==> config.mk <==
export PLATFORM = sky130hd
export DESIGN_NAME = seg_fade_chaser
export DESIGN_NICKNAME = d
export VERILOG_FILES = /design/src/rtl/seg_fade_pkg.sv /design/src/rtl/fade_pwm_channel.sv /design/src/rtl/seg_fade_chaser.sv
export SDC_FILE = /design/constraint.sdc
export NUM_CORES = 1
export LEC_CHECK = 0
export ABC_AREA = 0
export CAP_MARGIN = 20
export CELL_PAD_IN_SITES_DETAIL_PLACEMENT = 2
export CELL_PAD_IN_SITES_GLOBAL_PLACEMENT = 2
export CORE_MARGIN = 3
export CORE_UTILIZATION = 34
export DETAILED_ROUTE_END_ITERATION = 7
export GPL_TIMING_DRIVEN = 0
export PLACE_DENSITY_LB_ADDON = 0.1
export SLEW_MARGIN = 20
export SYNTH_ARGS = -nofsm -noshare
export SYNTH_HDL_FRONTEND = slang
export SYNTH_SLANG_ARGS = --single-unit
==> constraint.sdc <==
create_clock -name clk -period 1.8 [get_ports clk]
set_input_delay 0.18 -clock clk [delete_from_list [all_inputs] [get_ports clk]]
set_output_delay 0.18 -clock clk [all_outputs]
set_load 0.03 [all_outputs]
==> src/rtl/seg_fade_pkg.sv <==
// seg_fade_pkg
//   Shared definitions for the fading segment chaser: chase-mode and
//   bounce-direction encodings, plus the figure-eight position-to-channel
//   table used when SEG_FADE_FIGURE8_EN is defined.
package seg_fade_pkg;

   typedef enum logic [1:0] {
      MODE_FWD    = 2'b00,
      MODE_REV    = 2'b01,
      MODE_BOUNCE = 2'b10,
      MODE_HOLD   = 2'b11
   } chase_mode_t;

   typedef enum logic {
      DIR_UP   = 1'b0,
      DIR_DOWN = 1'b1
   } dir_t;

   // Figure-eight lap: positions 0..7 map to channels 0,1,6,4,3,2,6,5.
   // Packed as 4-bit nibbles, position 0 in the least significant nibble.
   localparam logic [31:0] FIG8_MAP = {4'd5, 4'd6, 4'd2, 4'd3,
                                       4'd4, 4'd6, 4'd1, 4'd0};

   function automatic logic [3:0] fig8_channel(input logic [2:0] idx);
      return FIG8_MAP[idx*4 +: 4];
   endfunction

endpackage

==> src/rtl/fade_pwm_channel.sv <==
// fade_pwm_channel
//   One output channel: brightness register with load/decay priority,
//   PWM compare against the shared counter and a registered, polarity
//   adjusted output.
// Ports:
//   clk, reset  clock and synchronous active-high reset
//   load        force brightness to full scale (wins over decay)
//   decay       halve brightness (logical shift right)
//   pwm_cnt     shared free-running PWM counter
//   seg_out     PWM drive, active-low when COMMON_ANODE = 1
module fade_pwm_channel #(
   parameter int BRIGHT_WIDTH = 5,
   parameter int COMMON_ANODE = 1
) (
   input  logic                    clk,
   input  logic                    reset,
   input  logic                    load,
   input  logic                    decay,
   input  logic [BRIGHT_WIDTH-1:0] pwm_cnt,
   output logic                    seg_out
);

   localparam logic INACTIVE = (COMMON_ANODE != 0);

   logic [BRIGHT_WIDTH-1:0] bright;

   always_ff @(posedge clk) begin
      if (reset) begin
         bright  <= '0;
         seg_out <= INACTIVE;
      end else begin
         if (load) begin
            bright <= '1;
         end else if (decay) begin
            bright <= bright >> 1;
         end
         // Strict compare: brightness 0 never lights, full scale misses one slot.
         seg_out <= (bright > pwm_cnt) ^ INACTIVE;
      end
   end

endmodule

==> src/rtl/seg_fade_chaser.sv <==
// seg_fade_chaser
//   Walks a lit position across NUM_CH channels at a programmable step
//   rate. The visited channel is held at full brightness; every channel
//   decays by halving once per 2^FADE_WIDTH clocks and is rendered by PWM.
//   Optional macro SEG_FADE_FIGURE8_EN: 8-step figure-eight lap through
//   the package table (needs NUM_CH >= 7); otherwise identity mapping.
// Ports:
//   clk, reset  clock and synchronous active-high reset
//   en          1 = position advances, 0 = frozen (fade/PWM keep running)
//   speed       step-rate select, larger = slower
//   mode        00 forward, 01 reverse, 10 bounce, 11 hold
//   seg_out     per-channel PWM drive, polarity set by COMMON_ANODE
module seg_fade_chaser #(
   parameter int NUM_CH       = 8,
   parameter int STEP_WIDTH   = 22,
   parameter int SPEED_WIDTH  = 3,
   parameter int FADE_WIDTH   = 20,
   parameter int BRIGHT_WIDTH = 5,
   parameter int COMMON_ANODE = 1
) (
   input  logic                   clk,
   input  logic                   reset,
   input  logic                   en,
   input  logic [SPEED_WIDTH-1:0] speed,
   input  logic [1:0]             mode,
   output logic [NUM_CH-1:0]      seg_out
);

   import seg_fade_pkg::*;

`ifdef SEG_FADE_FIGURE8_EN
   localparam int SEQ_LEN = 8;
   if (NUM_CH < 7) begin : g_fig8_check
      $error("seg_fade_chaser: figure-eight sequence needs NUM_CH >= 7");
   end
`else
   localparam int SEQ_LEN = NUM_CH;
`endif

   localparam int POS_W = $clog2(SEQ_LEN);
   localparam int CH_W  = $clog2(NUM_CH);
   localparam logic [POS_W-1:0] POS_LAST = POS_W'(SEQ_LEN - 1);

   // Registered control inputs
   logic [SPEED_WIDTH-1:0] speed_r;
   chase_mode_t            mode_r;
   logic                   en_r;

   logic [STEP_WIDTH-1:0]   step_cnt;
   logic [FADE_WIDTH-1:0]   fade_cnt;
   logic [BRIGHT_WIDTH-1:0] pwm_cnt;
   logic [POS_W-1:0]        pos, pos_nxt;
   dir_t                    dir, dir_nxt;

   logic [STEP_WIDTH-1:0] step_limit;
   logic                  step_evt;
   logic                  move_up;
   logic                  decay;
   logic [CH_W-1:0]       active_ch;

   always_ff @(posedge clk) begin
      speed_r <= speed;
      mode_r  <= chase_mode_t'(mode);
      en_r    <= en;
   end

   assign step_limit = {speed_r, {(STEP_WIDTH - SPEED_WIDTH){1'b1}}};
   // ">=" so a speed decrease that strands step_cnt above the limit steps at once.
   assign step_evt   = (step_cnt >= step_limit);
   assign decay      = (fade_cnt == '0);

   always_comb begin
      pos_nxt = pos;
      dir_nxt = dir;
      move_up = 1'b0;
      // Outside bounce the direction tracks the last mode, so entering
      // bounce from reverse starts downward and from anything else upward.
      if (mode_r != MODE_BOUNCE) begin
         dir_nxt = (mode_r == MODE_REV) ? DIR_DOWN : DIR_UP;
      end
      if (step_evt && en_r) begin
         case (mode_r)
            MODE_FWD: pos_nxt = (pos == POS_LAST) ? '0 : pos + POS_W'(1);
            MODE_REV: pos_nxt = (pos == '0) ? POS_LAST : pos - POS_W'(1);
            MODE_BOUNCE: begin
               // A direction pointing off an end (possible right after a
               // mode change) reflects instead of wrapping.
               move_up = ((dir == DIR_UP) && (pos != POS_LAST)) ||
                         ((dir == DIR_DOWN) && (pos == '0));
               pos_nxt = move_up ? pos + POS_W'(1) : pos - POS_W'(1);
               if (pos_nxt == POS_LAST) begin
                  dir_nxt = DIR_DOWN;
               end else if (pos_nxt == '0) begin
                  dir_nxt = DIR_UP;
               end else begin
                  dir_nxt = move_up ? DIR_UP : DIR_DOWN;
               end
            end
            default: pos_nxt = pos;
         endcase
      end
   end

   always_ff @(posedge clk) begin
      if (reset) begin
         step_cnt <= '0;
         fade_cnt <= '0;
         pwm_cnt  <= '0;
         pos      <= '0;
         dir      <= DIR_UP;
      end else begin
         step_cnt <= step_evt ? '0 : step_cnt + STEP_WIDTH'(1);
         fade_cnt <= fade_cnt + FADE_WIDTH'(1);
         pwm_cnt  <= pwm_cnt + BRIGHT_WIDTH'(1);
         pos      <= pos_nxt;
         dir      <= dir_nxt;
      end
   end

`ifdef SEG_FADE_FIGURE8_EN
   assign active_ch = CH_W'(fig8_channel(3'(pos)));
`else
   assign active_ch = CH_W'(pos);
`endif

   for (genvar i = 0; i < NUM_CH; i++) begin : g_ch
      fade_pwm_channel #(
         .BRIGHT_WIDTH(BRIGHT_WIDTH),
         .COMMON_ANODE(COMMON_ANODE)
      ) u_ch (
         .clk     (clk),
         .reset   (reset),
         .load    (active_ch == CH_W'(i)),
         .decay   (decay),
         .pwm_cnt (pwm_cnt),
         .seg_out (seg_out[i])
      );
   end

endmodule
Word-level counts from Yosys, hierarchy flattened
Cells that the tools add are included.
- flip-flop bits (word level): 105
- bits of input ports: 8
- output and inout port bits: 8
- logic and storage cells: 105
- add/sub/neg operators: 5
- $lt $le $gt $ge: 9
- eq/ne operators: 12
- multiplexer cells: 27
- bitwise logic cells: 9
- reductions and logical operators: 19
- operators by type and width (kind ; number):
    $mux W5 ; 16
    $gt A5 B5 Y1 ; 8
    $add A22 B1 Y22 const B ; 1
    $ge A22 B22 Y1 ; 1
    $add A20 B1 Y20 const B ; 1
    $logic_not A20 Y1 ; 1
    $reduce_bool A2 Y1 ; 8
    $eq A3 B3 Y1 const B ; 5
    $mux W3 ; 3
    $not A1 Y1 ; 9
    $pmux W3 S3 ; 1
    $mux W1 ; 7
    $eq A3 B2 Y1 const B ; 2
    $logic_not A3 Y1 ; 2
    $add A5 B1 Y5 const B ; 1
    $add A3 B1 Y3 const B ; 1
    $eq A3 B1 Y1 const B ; 1
    $logic_and A1 B1 Y1 ; 3
    $ne A3 B3 Y1 const B ; 1
    $reduce_bool A3 Y1 ; 1
    $sub A3 B1 Y3 const B ; 1
    $eq A2 B1 Y1 const B ; 1
    $eq A2 B2 Y1 const B ; 1
    $logic_not A2 Y1 ; 1
    other kinds (4) ; 4

Longest topological paths before layout
Gate-level depths: netlist of the first run.
- depth in word-level cells: 9
- gate-level depth with buffers: 9
- depth with buffers taken out: 7

By module
A second synthesis of the first run with hierarchy kept.
- cells, all modules: 624
- area, all modules: 5410.2 sq um
- by module, submodules not included (module ; times used ; cells each ; area each (sq um) ; seq. area each (sq um)):
    seg_fade_chaser ; 1 ; 312 ; 2747.6 ; 1141.1
    fade_pwm_channel ; 8 ; 39 ; 332.8 ; 120.1

Worst setup path before layout of the first run
No wires, ideal clock.
- path type: flip-flop to flip-flop
- start: reg pos[0] (netlist: active_ch[0])
- end: reg dir
- library setup time: 101 ps
- arrival time: 1863 ps
- data required time: 1699 ps
- setup slack: -164 ps
- cell stages (with the launch flop): 8
- buffers on the path: 0
- period minus slack after synthesis: 1964 ps
- cells stage by stage: dfxtp_1 > ha_1 > ha_1 > or2_2 > a21o_1 > a211oi_1 > nor4_1 > o41ai_1
- word-level cells in the longest chain between the ends: 9
- elaborated cells on any way between the ends: 15
- those cells by class: add/sub: 2; eq/ne: 2; mux: 6; reduce/logical: 5
- ends and longest elaborated chain (item ; RTL line ; source):
    start: declaration ; seg_fade_chaser.sv:52 ; logic [POS_W-1:0] pos, pos_nxt;
    start signal: assignment ; seg_fade_chaser.sv:115 ; pos <= pos_nxt;
    parallel branches: the longest is 6 deep, another holds $sub A3 B1 Y3 ; -- ;
    $mux W1 (*) ; seg_fade_chaser.sv:91 ; if (pos_nxt == POS_LAST) begin
    $mux W1 (*) ; seg_fade_chaser.sv:82 ; case (mode_r)
    $mux W1 (*) ; seg_fade_chaser.sv:81 ; if (step_evt && en_r) begin
    end signal: assignment ; seg_fade_chaser.sv:116 ; dir <= dir_nxt;
    end: declaration ; seg_fade_chaser.sv:53 ; dir_t dir, dir_nxt;
Mark *: on every way between the ends.
A chain may end at the register's enable or synchronous reset.

Worst setup path after layout of the first run
Ends and elaborated chain as after synthesis.

==> results of run 1 <==
placed cells by master, fill, tap and decap left out, types with 10 or more instances in the layout:
master and n:
sky130_fd_sc_hd__buf_4 25, sky130_fd_sc_hd__dfxtp_2 18, sky130_fd_sc_hd__nand3_1 20, sky130_fd_sc_hd__nor2b_1 10, sky130_fd_sc_hd__ha_1 41, sky130_fd_sc_hd__inv_1 31
sky130_fd_sc_hd__nand2_1 91, sky130_fd_sc_hd__a31oi_1 33, sky130_fd_sc_hd__a21oi_1 18, sky130_fd_sc_hd__o21a_1 24, sky130_fd_sc_hd__ha_4 15, sky130_fd_sc_hd__xnor2_1 27
sky130_fd_sc_hd__clkbuf_16 11, sky130_fd_sc_hd__clkdlybuf4s50_1 14, sky130_fd_sc_hd__dfxtp_1 78, sky130_fd_sc_hd__nor2_1 49
synth_stat cells, drive strengths merged:
master | n | area (um2)
nand2 | 99 | 372
a221oi | 1 | 8.76
nor4 | 8 | 50.1
buf | 17 | 103
a211oi | 1 | 7.51
clkbuf | 14 | 52.6
o31ai | 2 | 15.0
mux2i | 1 | 10.0
nor2b | 13 | 81.3
clkinv | 1 | 3.75
or4 | 1 | 11.3
a22oi | 1 | 7.51
inv | 38 | 143
nand4 | 8 | 56.3
o211a | 1 | 10.0
nand2b | 1 | 6.26
or2 | 2 | 12.5
o21ba | 1 | 10.0
ha | 58 | 726
nor2 | 55 | 206
a311oi | 2 | 17.5
nor4b | 1 | 8.76
a31oi | 33 | 206
o41ai | 1 | 8.76
and3 | 4 | 25.0
o221ai | 8 | 70.1
a211o | 1 | 8.76
and4 | 3 | 26.3
a21o | 3 | 22.5
o21a | 24 | 180
nor3b | 1 | 7.51
nor3 | 10 | 50.1
or3 | 9 | 56.3
xor2 | 9 | 78.8
o21ai | 10 | 50.1
xnor2 | 27 | 236
nand3b | 1 | 7.51
a21oi | 20 | 104
nand3 | 25 | 130
and2 | 1 | 6.26
dfxtp | 105 | 2100
a41o | 1 | 10.0
metrics by stage:
| step | cells | power [uW] | hold WS [ps] | area, um2 | worst slack, ps |
|---|---|---|---|---|---|
| after floorplan | 622 | 2840 | 208 | 5340 | 7.50 |
| after global placement | 847 | 3020 | 440 | 5740 | -458 |
| after detailed placement | 847 | 3050 | 462 | 5740 | -488 |
| after CTS | 870 | 5060 | 266 | 6440 | -55.4 |
| after global routing | 882 | 5350 | 262 | 6860 | -166 |
| final | 882 | 5100 | 275 | 6860 | -56.0 |
routing by layer:
| layer | up-vias | track usage [%] | share of wire, % |
|---|---|---|---|
| met5 | - | 0 | 0 |
| met4 | 0 | 5.26 | 1.9 |
| met3 | 18 | 2.20 | 1.3 |
| met2 | 32 | 35.4 | 53 |
| met1 | 2287 | 23.8 | 43 |
| li1 | 2229 | - | - |
sequential cells by signal, indices dropped and copies added (netlist names):
signal             cells
pwm_cnt                5
dir                    1
step_cnt              22
active_ch              3
mode_r                 2
g_ch.u_ch.bright      40
speed_r                3
fade_cnt              20
en_r                   1
g_ch.u_ch.seg_out      8
how the worst max path moves through the flow:
stage                                     endpoint  cells past startpoint
5_1_grt                             dir$_SDFF_PP0_                      7
6_report                            dir$_SDFF_PP0_                      7
3_3_place_gp   g_ch[0].u_ch.bright[2]$_SDFFE_PP0P_                      8
4_1_cts                             dir$_SDFF_PP0_                      7
3_5_place_dp   g_ch[0].u_ch.bright[1]$_SDFFE_PP0P_                      8
2_1_floorplan  g_ch[0].u_ch.bright[4]$_SDFFE_PP0P_                      9
layout make-up:
cell class | instances | area (um2)
inverters | 39 | 154
flip-flops and latches | 105 | 2160
plain buffers | 28 | 236
clock buffers | 12 | 246
well taps | 211 | 264
multi-input cells | 447 | 3410
clock inverters | 4 | 27.5
repair buffers | 36 | 367
fillers | 1637 | 8400
report_power, final:
group | switching (uW) | internal [uW] | total (uW)
combinational | 424 | 367 | 791
sequential | 47.2 | 2360 | 2410
clock | 915 | 980 | 1900
cells by family (layout without fill, tap and decap cells):
family	after synthesis	in the layout	synth area share, %
simple gates	242	242	21.0
compound gates	110	110	13.9
flops	105	105	39.6
buf+inv	70	119	5.68
fa+ha+maj	58	58	13.7
xor+xnor	36	36	5.94
mux	1	1	0.189
what timing repair did:
action / in CTS / in global routing
gates cloned: 1 / 3
endpoints found under the setup margin: 73 / 80
pin swaps: 14 / 32
gates resized for setup: 70 / 85
hold buffers: 0 / 0
setup buffers: 9 / 9
==> flow_summary.rst, run 1 <==
.. list-table::
   :header-rows: 1

   * - Metric
     - Value
   * - Highest achievable clock rate
     - 539 MHz
   * - Final min period
     - 1860 ps
   * - Ratio of final minimum period to clock period
     - 103%
   * - CTS tree
     - done
   * - Hold Path Cell Cnt
     - 1
   * - Share of the core filled with cells in the final layout
     - 45.0%
   * - Startpoint type of the worst setup path
     - flip-flop
   * - Number of pins exceeding their max-slew limit in the final report
     - 0
   * - Worst reg-to-reg setup slack
     - -60 ps
   * - Leakage power
     - roughly 0.0025 uW
   * - Number of antenna violations at the first check in global routing
     - 0
   * - Hold violation count in the final report
     - 0
   * - Final routed wirelength across all metal layers
     - between 15 and 20 mm
   * - Num CTS Buffers
     - 9
   * - Synthesized instance count
     - approximately 620
   * - Cell type of the slowest stage on the worst timing path
     - sky130_fd_sc_hd__dfxtp_4
   * - Pwr/cell area
     - between 700 and 800 mW/mm2
   * - # rows
     - 45
   * - Clock sink count
     - between 100 and 150
   * - Critical path peak fanout
     - 5
   * - Floorplan die area
     - around 0.017 mm2
   * - Routed wire length per instance
     - around 18 um
   * - Distinct cell type count of the synthesized netlist
     - between 40 and 50
   * - Top-level I/O count
     - 16
   * - Class of the tightest hold or removal check
     - in2reg
   * - DIE WIDTH
     - roughly 130 um
   * - Family of cells with the greatest summed delay on the critical path
     - compound AO/OA/AOI/OAI gates
   * - Antenna diodes
     - 0
   * - Core Area
     - about 0.015 mm2
   * - Run status
     - complete, but fails checks
   * - First-pass GRT wire length
     - 25.9 mm
   * - Kind of end point of the critical path
     - flip-flop
   * - Peak supply drop
     - around 440 uV
   * - Reg-to-reg endpoint
     - dir$_SDFF_PP0_
   * - Final setup violation count
     - 5
   * - Launch instance of the worst register-to-register path
     - active_ch[0]$_SDFFE_PP0P_
   * - Final #Nets
     - 732
   * - Unrepaired setup endpoints after global routing
     - true
   * - Clock Latency Late Sink
     - between 300 and 400 ps
   * - Syn Nets
     - 688
   * - Post-route ant nets
     - 0
   * - Failing checks
     - setup timing
   * - Cell at the root of the clock tree
     - sky130_fd_sc_hd__clkbuf_16
   * - Endpoint with the worst hold slack
     - speed_r[0]$_DFF_P_
   * - Clock-pin slew on the worst setup and hold paths
     - about 70 ps
   * - IO buf count
     - 14
   * - Worst slew margin relative to its limit
     - between 50% and 60%
   * - Arrival time of the worst setup path
     - roughly 2100 ps
   * - CP max stage delay
     - around 370 ps
   * - Layout cell share with drive strength beyond 1
     - about a quarter
   * - Setup TNS
     - -88.8 ps
   * - Crit Path Category
     - reg2reg
   * - #FFs+latches synth
     - ~110
   * - Final setup margin
     - -56.0 ps
   * - H-tree Lvls
     - 3
   * - Start point of the worst hold path
     - speed[0]
   * - Slew of the pin with the lowest slew margin
     - between 600 and 700 ps
   * - # DRC
     - 0
   * - RD Place Congestion
     - 0.757
   * - Vias
     - 4,566
   * - Yosys warnings
     - 0
   * - List of cells traversed by the critical path
     - ha_4, ha_4, o21ba_4, a221oi_4, a31oi_1, nor4_2, o41ai_2
   * - Dpl hpwl
     - 10.9 mm
   * - Maximum clock path buffer count
     - 2
   * - Final Skew
     - 12.8 ps
   * - Number of optimization iterations in the first detailed-route pass
     - 4
   * - Overall routing resource usage
     - just under 20%
   * - Depth of the worst register-to-register path
     - 7
   * - Cell area after synthesis
     - between 0.005 and 0.006 mm2
   * - Die extent in y
     - 131 um
   * - Worst path buffer plus inverter count
     - 0
   * - Setup crit start
     - active_ch[0]$_SDFFE_PP0P_
   * - Cell repeated most along the worst path
     - sky130_fd_sc_hd__ha_4
   * - Sequential fraction of the synthesis area
     - 39.6%
   * - First-iteration detailed-routing DRC count
     - slightly above 100
   * - Remaining Overflow, GRT
     - 0
   * - Number of violations of the max-capacitance limit
     - 0
   * - Layout area overhead
     - 29.3%
   * - Data required time at the worst endpoint
     - between 2000 and 2500 ps
   * - Effective utilization at floorplan
     - a little over a third
   * - Via density per instance
     - roughly 5.2
   * - Synthesized area divided by synthesized cell count
     - around 8.5 um2
   * - Via count of the first global-routing pass
     - 4,967
   * - Largest net degree at the start of global routing
     - 17
(Power assumes the default switching activity.)
==> run 2: changes to the inputs <==
CTS_CLUSTER_SIZE = 14   (was default)
==> results of run 2 <==
No change in the layout: final DEF, timing and power equal those of run 1.
==> run 3: changes to the inputs <==
CELL_PAD_IN_SITES_DETAIL_PLACEMENT = default   (was 2)
CELL_PAD_IN_SITES_GLOBAL_PLACEMENT = default   (was 2)
CORE_UTILIZATION = 50   (was 34)
MAX_ROUTING_LAYER = met4   (was default)
PLACE_DENSITY = 0.7   (was default)
PLACE_DENSITY_LB_ADDON = default   (was 0.1)
==> flow_summary.rst, run 3 (same netlist as run 1, synthesis figures left out) <==
.. list-table::
   :header-rows: 1

   * - Metric
     - Value
   * - Run status
     - complete, but fails checks
   * - Failing checks
     - setup timing
   * - Start point of the worst hold path
     - speed[1]
   * - Final routed wirelength across all metal layers
     - 12.4 mm (-24%)
   * - Unrepaired setup endpoints after global routing
     - true
   * - # DRC
     - 0 (unchanged)
   * - Pwr/cell area
     - 750 mW/mm2 (+0.94%)
   * - Leakage power
     - 0.00255 uW (+3.0%)
   * - Via density per instance
     - 5.58 (+7.8%)
   * - IO buf count
     - 14 (unchanged)
   * - Most frequent standard cell in the layout excluding fill and tap cells
     - sky130_fd_sc_hd__dfxtp_1
   * - Final #Nets
     - 729 (-0.41%)
   * - Antenna diodes
     - 0 (unchanged)
   * - Largest net degree at the start of global routing
     - 17 (unchanged)
   * - Num CTS Buffers
     - 9 (unchanged)
   * - Vias
     - 4,472 (-2.1%)
   * - RD Place Congestion
     - 0.856 (+13%)
   * - Post-cts hold buffer count
     - 0 (unchanged)
   * - Die extent in y
     - 109 um (-17%)
   * - Critical path peak fanout
     - 4 (-1)
   * - Share of the core filled with cells in the final layout
     - 66.9% (+22 points)
   * - Post-route ant nets
     - 0 (unchanged)
   * - Maximum clock path buffer count
     - 2 (unchanged)
   * - Final setup violation count
     - 1 (-4)
   * - Highest achievable clock rate
     - 552 MHz (+2.4%)
   * - Final Skew
     - 13.7 ps (+0.932 ps)
   * - Effective utilization at floorplan
     - 52.8% (+18 points)
   * - Peak supply drop
     - 442 uV (+0.65%)
   * - H-tree Lvls
     - 3 (unchanged)
   * - Floorplan die area
     - 0.0119 mm2 (-31%)
   * - Crit Path Category
     - reg2reg
   * - Ratio of final minimum period to clock period
     - 101% (-2.4 points)
   * - Final setup margin
     - -13.1 ps (+42.9 ps)
   * - Clock Latency Late Sink
     - 380 ps (+20 ps)
   * - Data required time at the worst endpoint
     - 2050 ps (+30 ps)
   * - CTS tree
     - done
   * - Clock-pin slew on the worst setup and hold paths
     - 100 ps (+30 ps)
   * - Worst reg-to-reg setup slack
     - -10 ps (+40 ps)
   * - Regs by FF count
     - g_ch.u_ch.bright: 40 flops, step_cnt: 22 flops, fade_cnt: 20 flops
   * - Setup TNS
     - -13.1 ps (+75.7 ps)
   * - DIE WIDTH
     - 109 um (-17%)
   * - Dpl hpwl
     - 7.87 mm (-28%)
   * - Class of the tightest hold or removal check
     - in2reg
   * - Top-level I/O count
     - 16 (unchanged)
   * - Hold violation count in the final report
     - 0 (unchanged)
   * - Remaining Overflow, GRT
     - 0 (unchanged)
   * - Final min period
     - 1810 ps (-42.9 ps)
   * - Overall routing resource usage
     - 21.2% (+1.9 points)
   * - Commonest cells after routing, fill and taps aside
     - sky130_fd_sc_hd__dfxtp_1 (84), sky130_fd_sc_hd__nand2_1 (71), sky130_fd_sc_hd__nor2_1 (55), sky130_fd_sc_hd__ha_1 (43), sky130_fd_sc_hd__inv_1 (33)
   * - Worst setup endpoint
     - dir$_SDFF_PP0_
   * - Largest register by flop count
     - g_ch.u_ch.bright
   * - Launch instance of the worst register-to-register path
     - active_ch[1]$_SDFFE_PP0P_
   * - Number of antenna violations at the first check in global routing
     - 0 (unchanged)
   * - Depth of the worst register-to-register path
     - 7 (unchanged)
   * - Number of optimization iterations in the first detailed-route pass
     - 4 (unchanged)
   * - Slew of the pin with the lowest slew margin
     - 702 ps (+60.0 ps)
   * - Core Area
     - 0.0100 mm2 (-34%)
   * - # rows
     - 36 (-20%)
   * - Final cell count without fillers
     - 801 (-9.2%)
   * - Startpoint type of the worst setup path
     - flip-flop
   * - Routed wire length per instance
     - 15.5 um (-16%)
   * - Worst slew margin relative to its limit
     - 53.2% (-3.7 points)
   * - Arrival time of the worst setup path
     - 2060 ps (-20 ps)
   * - Cell at the root of the clock tree
     - sky130_fd_sc_hd__clkbuf_8
   * - Number of pins exceeding their max-slew limit in the final report
     - 0 (unchanged)
   * - Layout cell share with drive strength beyond 1
     - 24.1% (-0.79 points)
   * - Layout area overhead
     - 26.7%
   * - Clock sink count
     - 105 (unchanged)
   * - First-pass GRT wire length
     - 19.4 mm (-25%)
   * - Kind of end point of the critical path
     - flip-flop
   * - Setup crit start
     - active_ch[1]$_SDFFE_PP0P_
   * - Cell count after placement
     - 769 (-9.2%)
   * - First-iteration detailed-routing DRC count
     - 160 (+58%)
   * - Reg-to-reg endpoint
     - dir$_SDFF_PP0_
   * - Via count of the first global-routing pass
     - 4,181 (-16%)
   * - Number of violations of the max-capacitance limit
     - 0 (unchanged)
   * - Flip-flop count of the largest register after layout
     - 40 (unchanged)
[run 3: cell types whose count changed in the layout (fill, tap and decap cells not counted), sizes merged]
cell / change
buf: -3
clkinv: -1
clkinvlp: -2
bufinv: +3
[run 3: how the worst min path moves through the flow]
stage,end,cells past startpoint
after floorplan,en_r$_DFF_P_,0
after global placement,step_cnt[0]$_SDFF_PP0_,1
after detailed placement,step_cnt[0]$_SDFF_PP0_,1
after CTS,speed_r[1]$_DFF_P_,1
after global routing,speed_r[1]$_DFF_P_,1
final,speed_r[1]$_DFF_P_,1
[run 3: critical path, cell delays in order (launching register included)]
cell	delay, ps
sky130_fd_sc_hd__dfxtp_4	380
sky130_fd_sc_hd__ha_4	180
sky130_fd_sc_hd__ha_4	180
sky130_fd_sc_hd__o21ba_4	200
sky130_fd_sc_hd__a221oi_4	300
sky130_fd_sc_hd__a211oi_2	60
sky130_fd_sc_hd__nor4_1	280
sky130_fd_sc_hd__o41ai_1	90
[run 3: metal layers]
| layer | share of wire (%) | routed length, um | global-route usage [%] | vias to the layer above |
|---|---|---|---|---|
| met1 | 43 | 5310 | 25.2 | 2148 |
| met3 | 3.5 | 436 | 3.02 | 19 |
| li1 | - | - | - | 2226 |
| met2 | 51 | 6360 | 34.9 | 79 |
| met4 | 2.3 | 288 | 10.6 | 0 |
| met5 | 0 | 0 | - | - |
[run 3: cell type report]
cell class,count,area [um2]
inverter,39,153
multi-input combinational,447,3420
sequential,105,2150
clock buffer,12,155
tap,133,166
buffer,28,230
timing repair buffer,33,344
fill,775,3320
clock inverter,4,98.8
[run 3: through the flow]
stage	instance area [um2]	worst slack [ps]	hold slack [ps]	total power, uW
2_1_floorplan	5340	7.50	208	2840
3_3_place_gp	5640	-283	448	2990
3_5_place_dp	5640	-313	459	3010
4_1_cts	6120	-42.5	234	4850
5_1_grt	6720	-84.7	228	5240
6_report	6720	-13.1	246	5040
[run 3: power breakdown]
part           total [uW]  switching [uW]  leakage, uW  internal (uW)
Sequential           2410            44.3     0.000865           2360
Clock                1820             816     0.000127           1000
Combinational         812             415      0.00156            397
Total                5040            1280      0.00255           3770
[run 3: what timing repair did]
action	4_1_cts	5_1_grt
setup endpoints to repair	71	73
buffers inserted	5	10
gates cloned	0	4
gates resized for setup	49	115
pin swaps	13	58
endpoints found under the hold margin	0	0
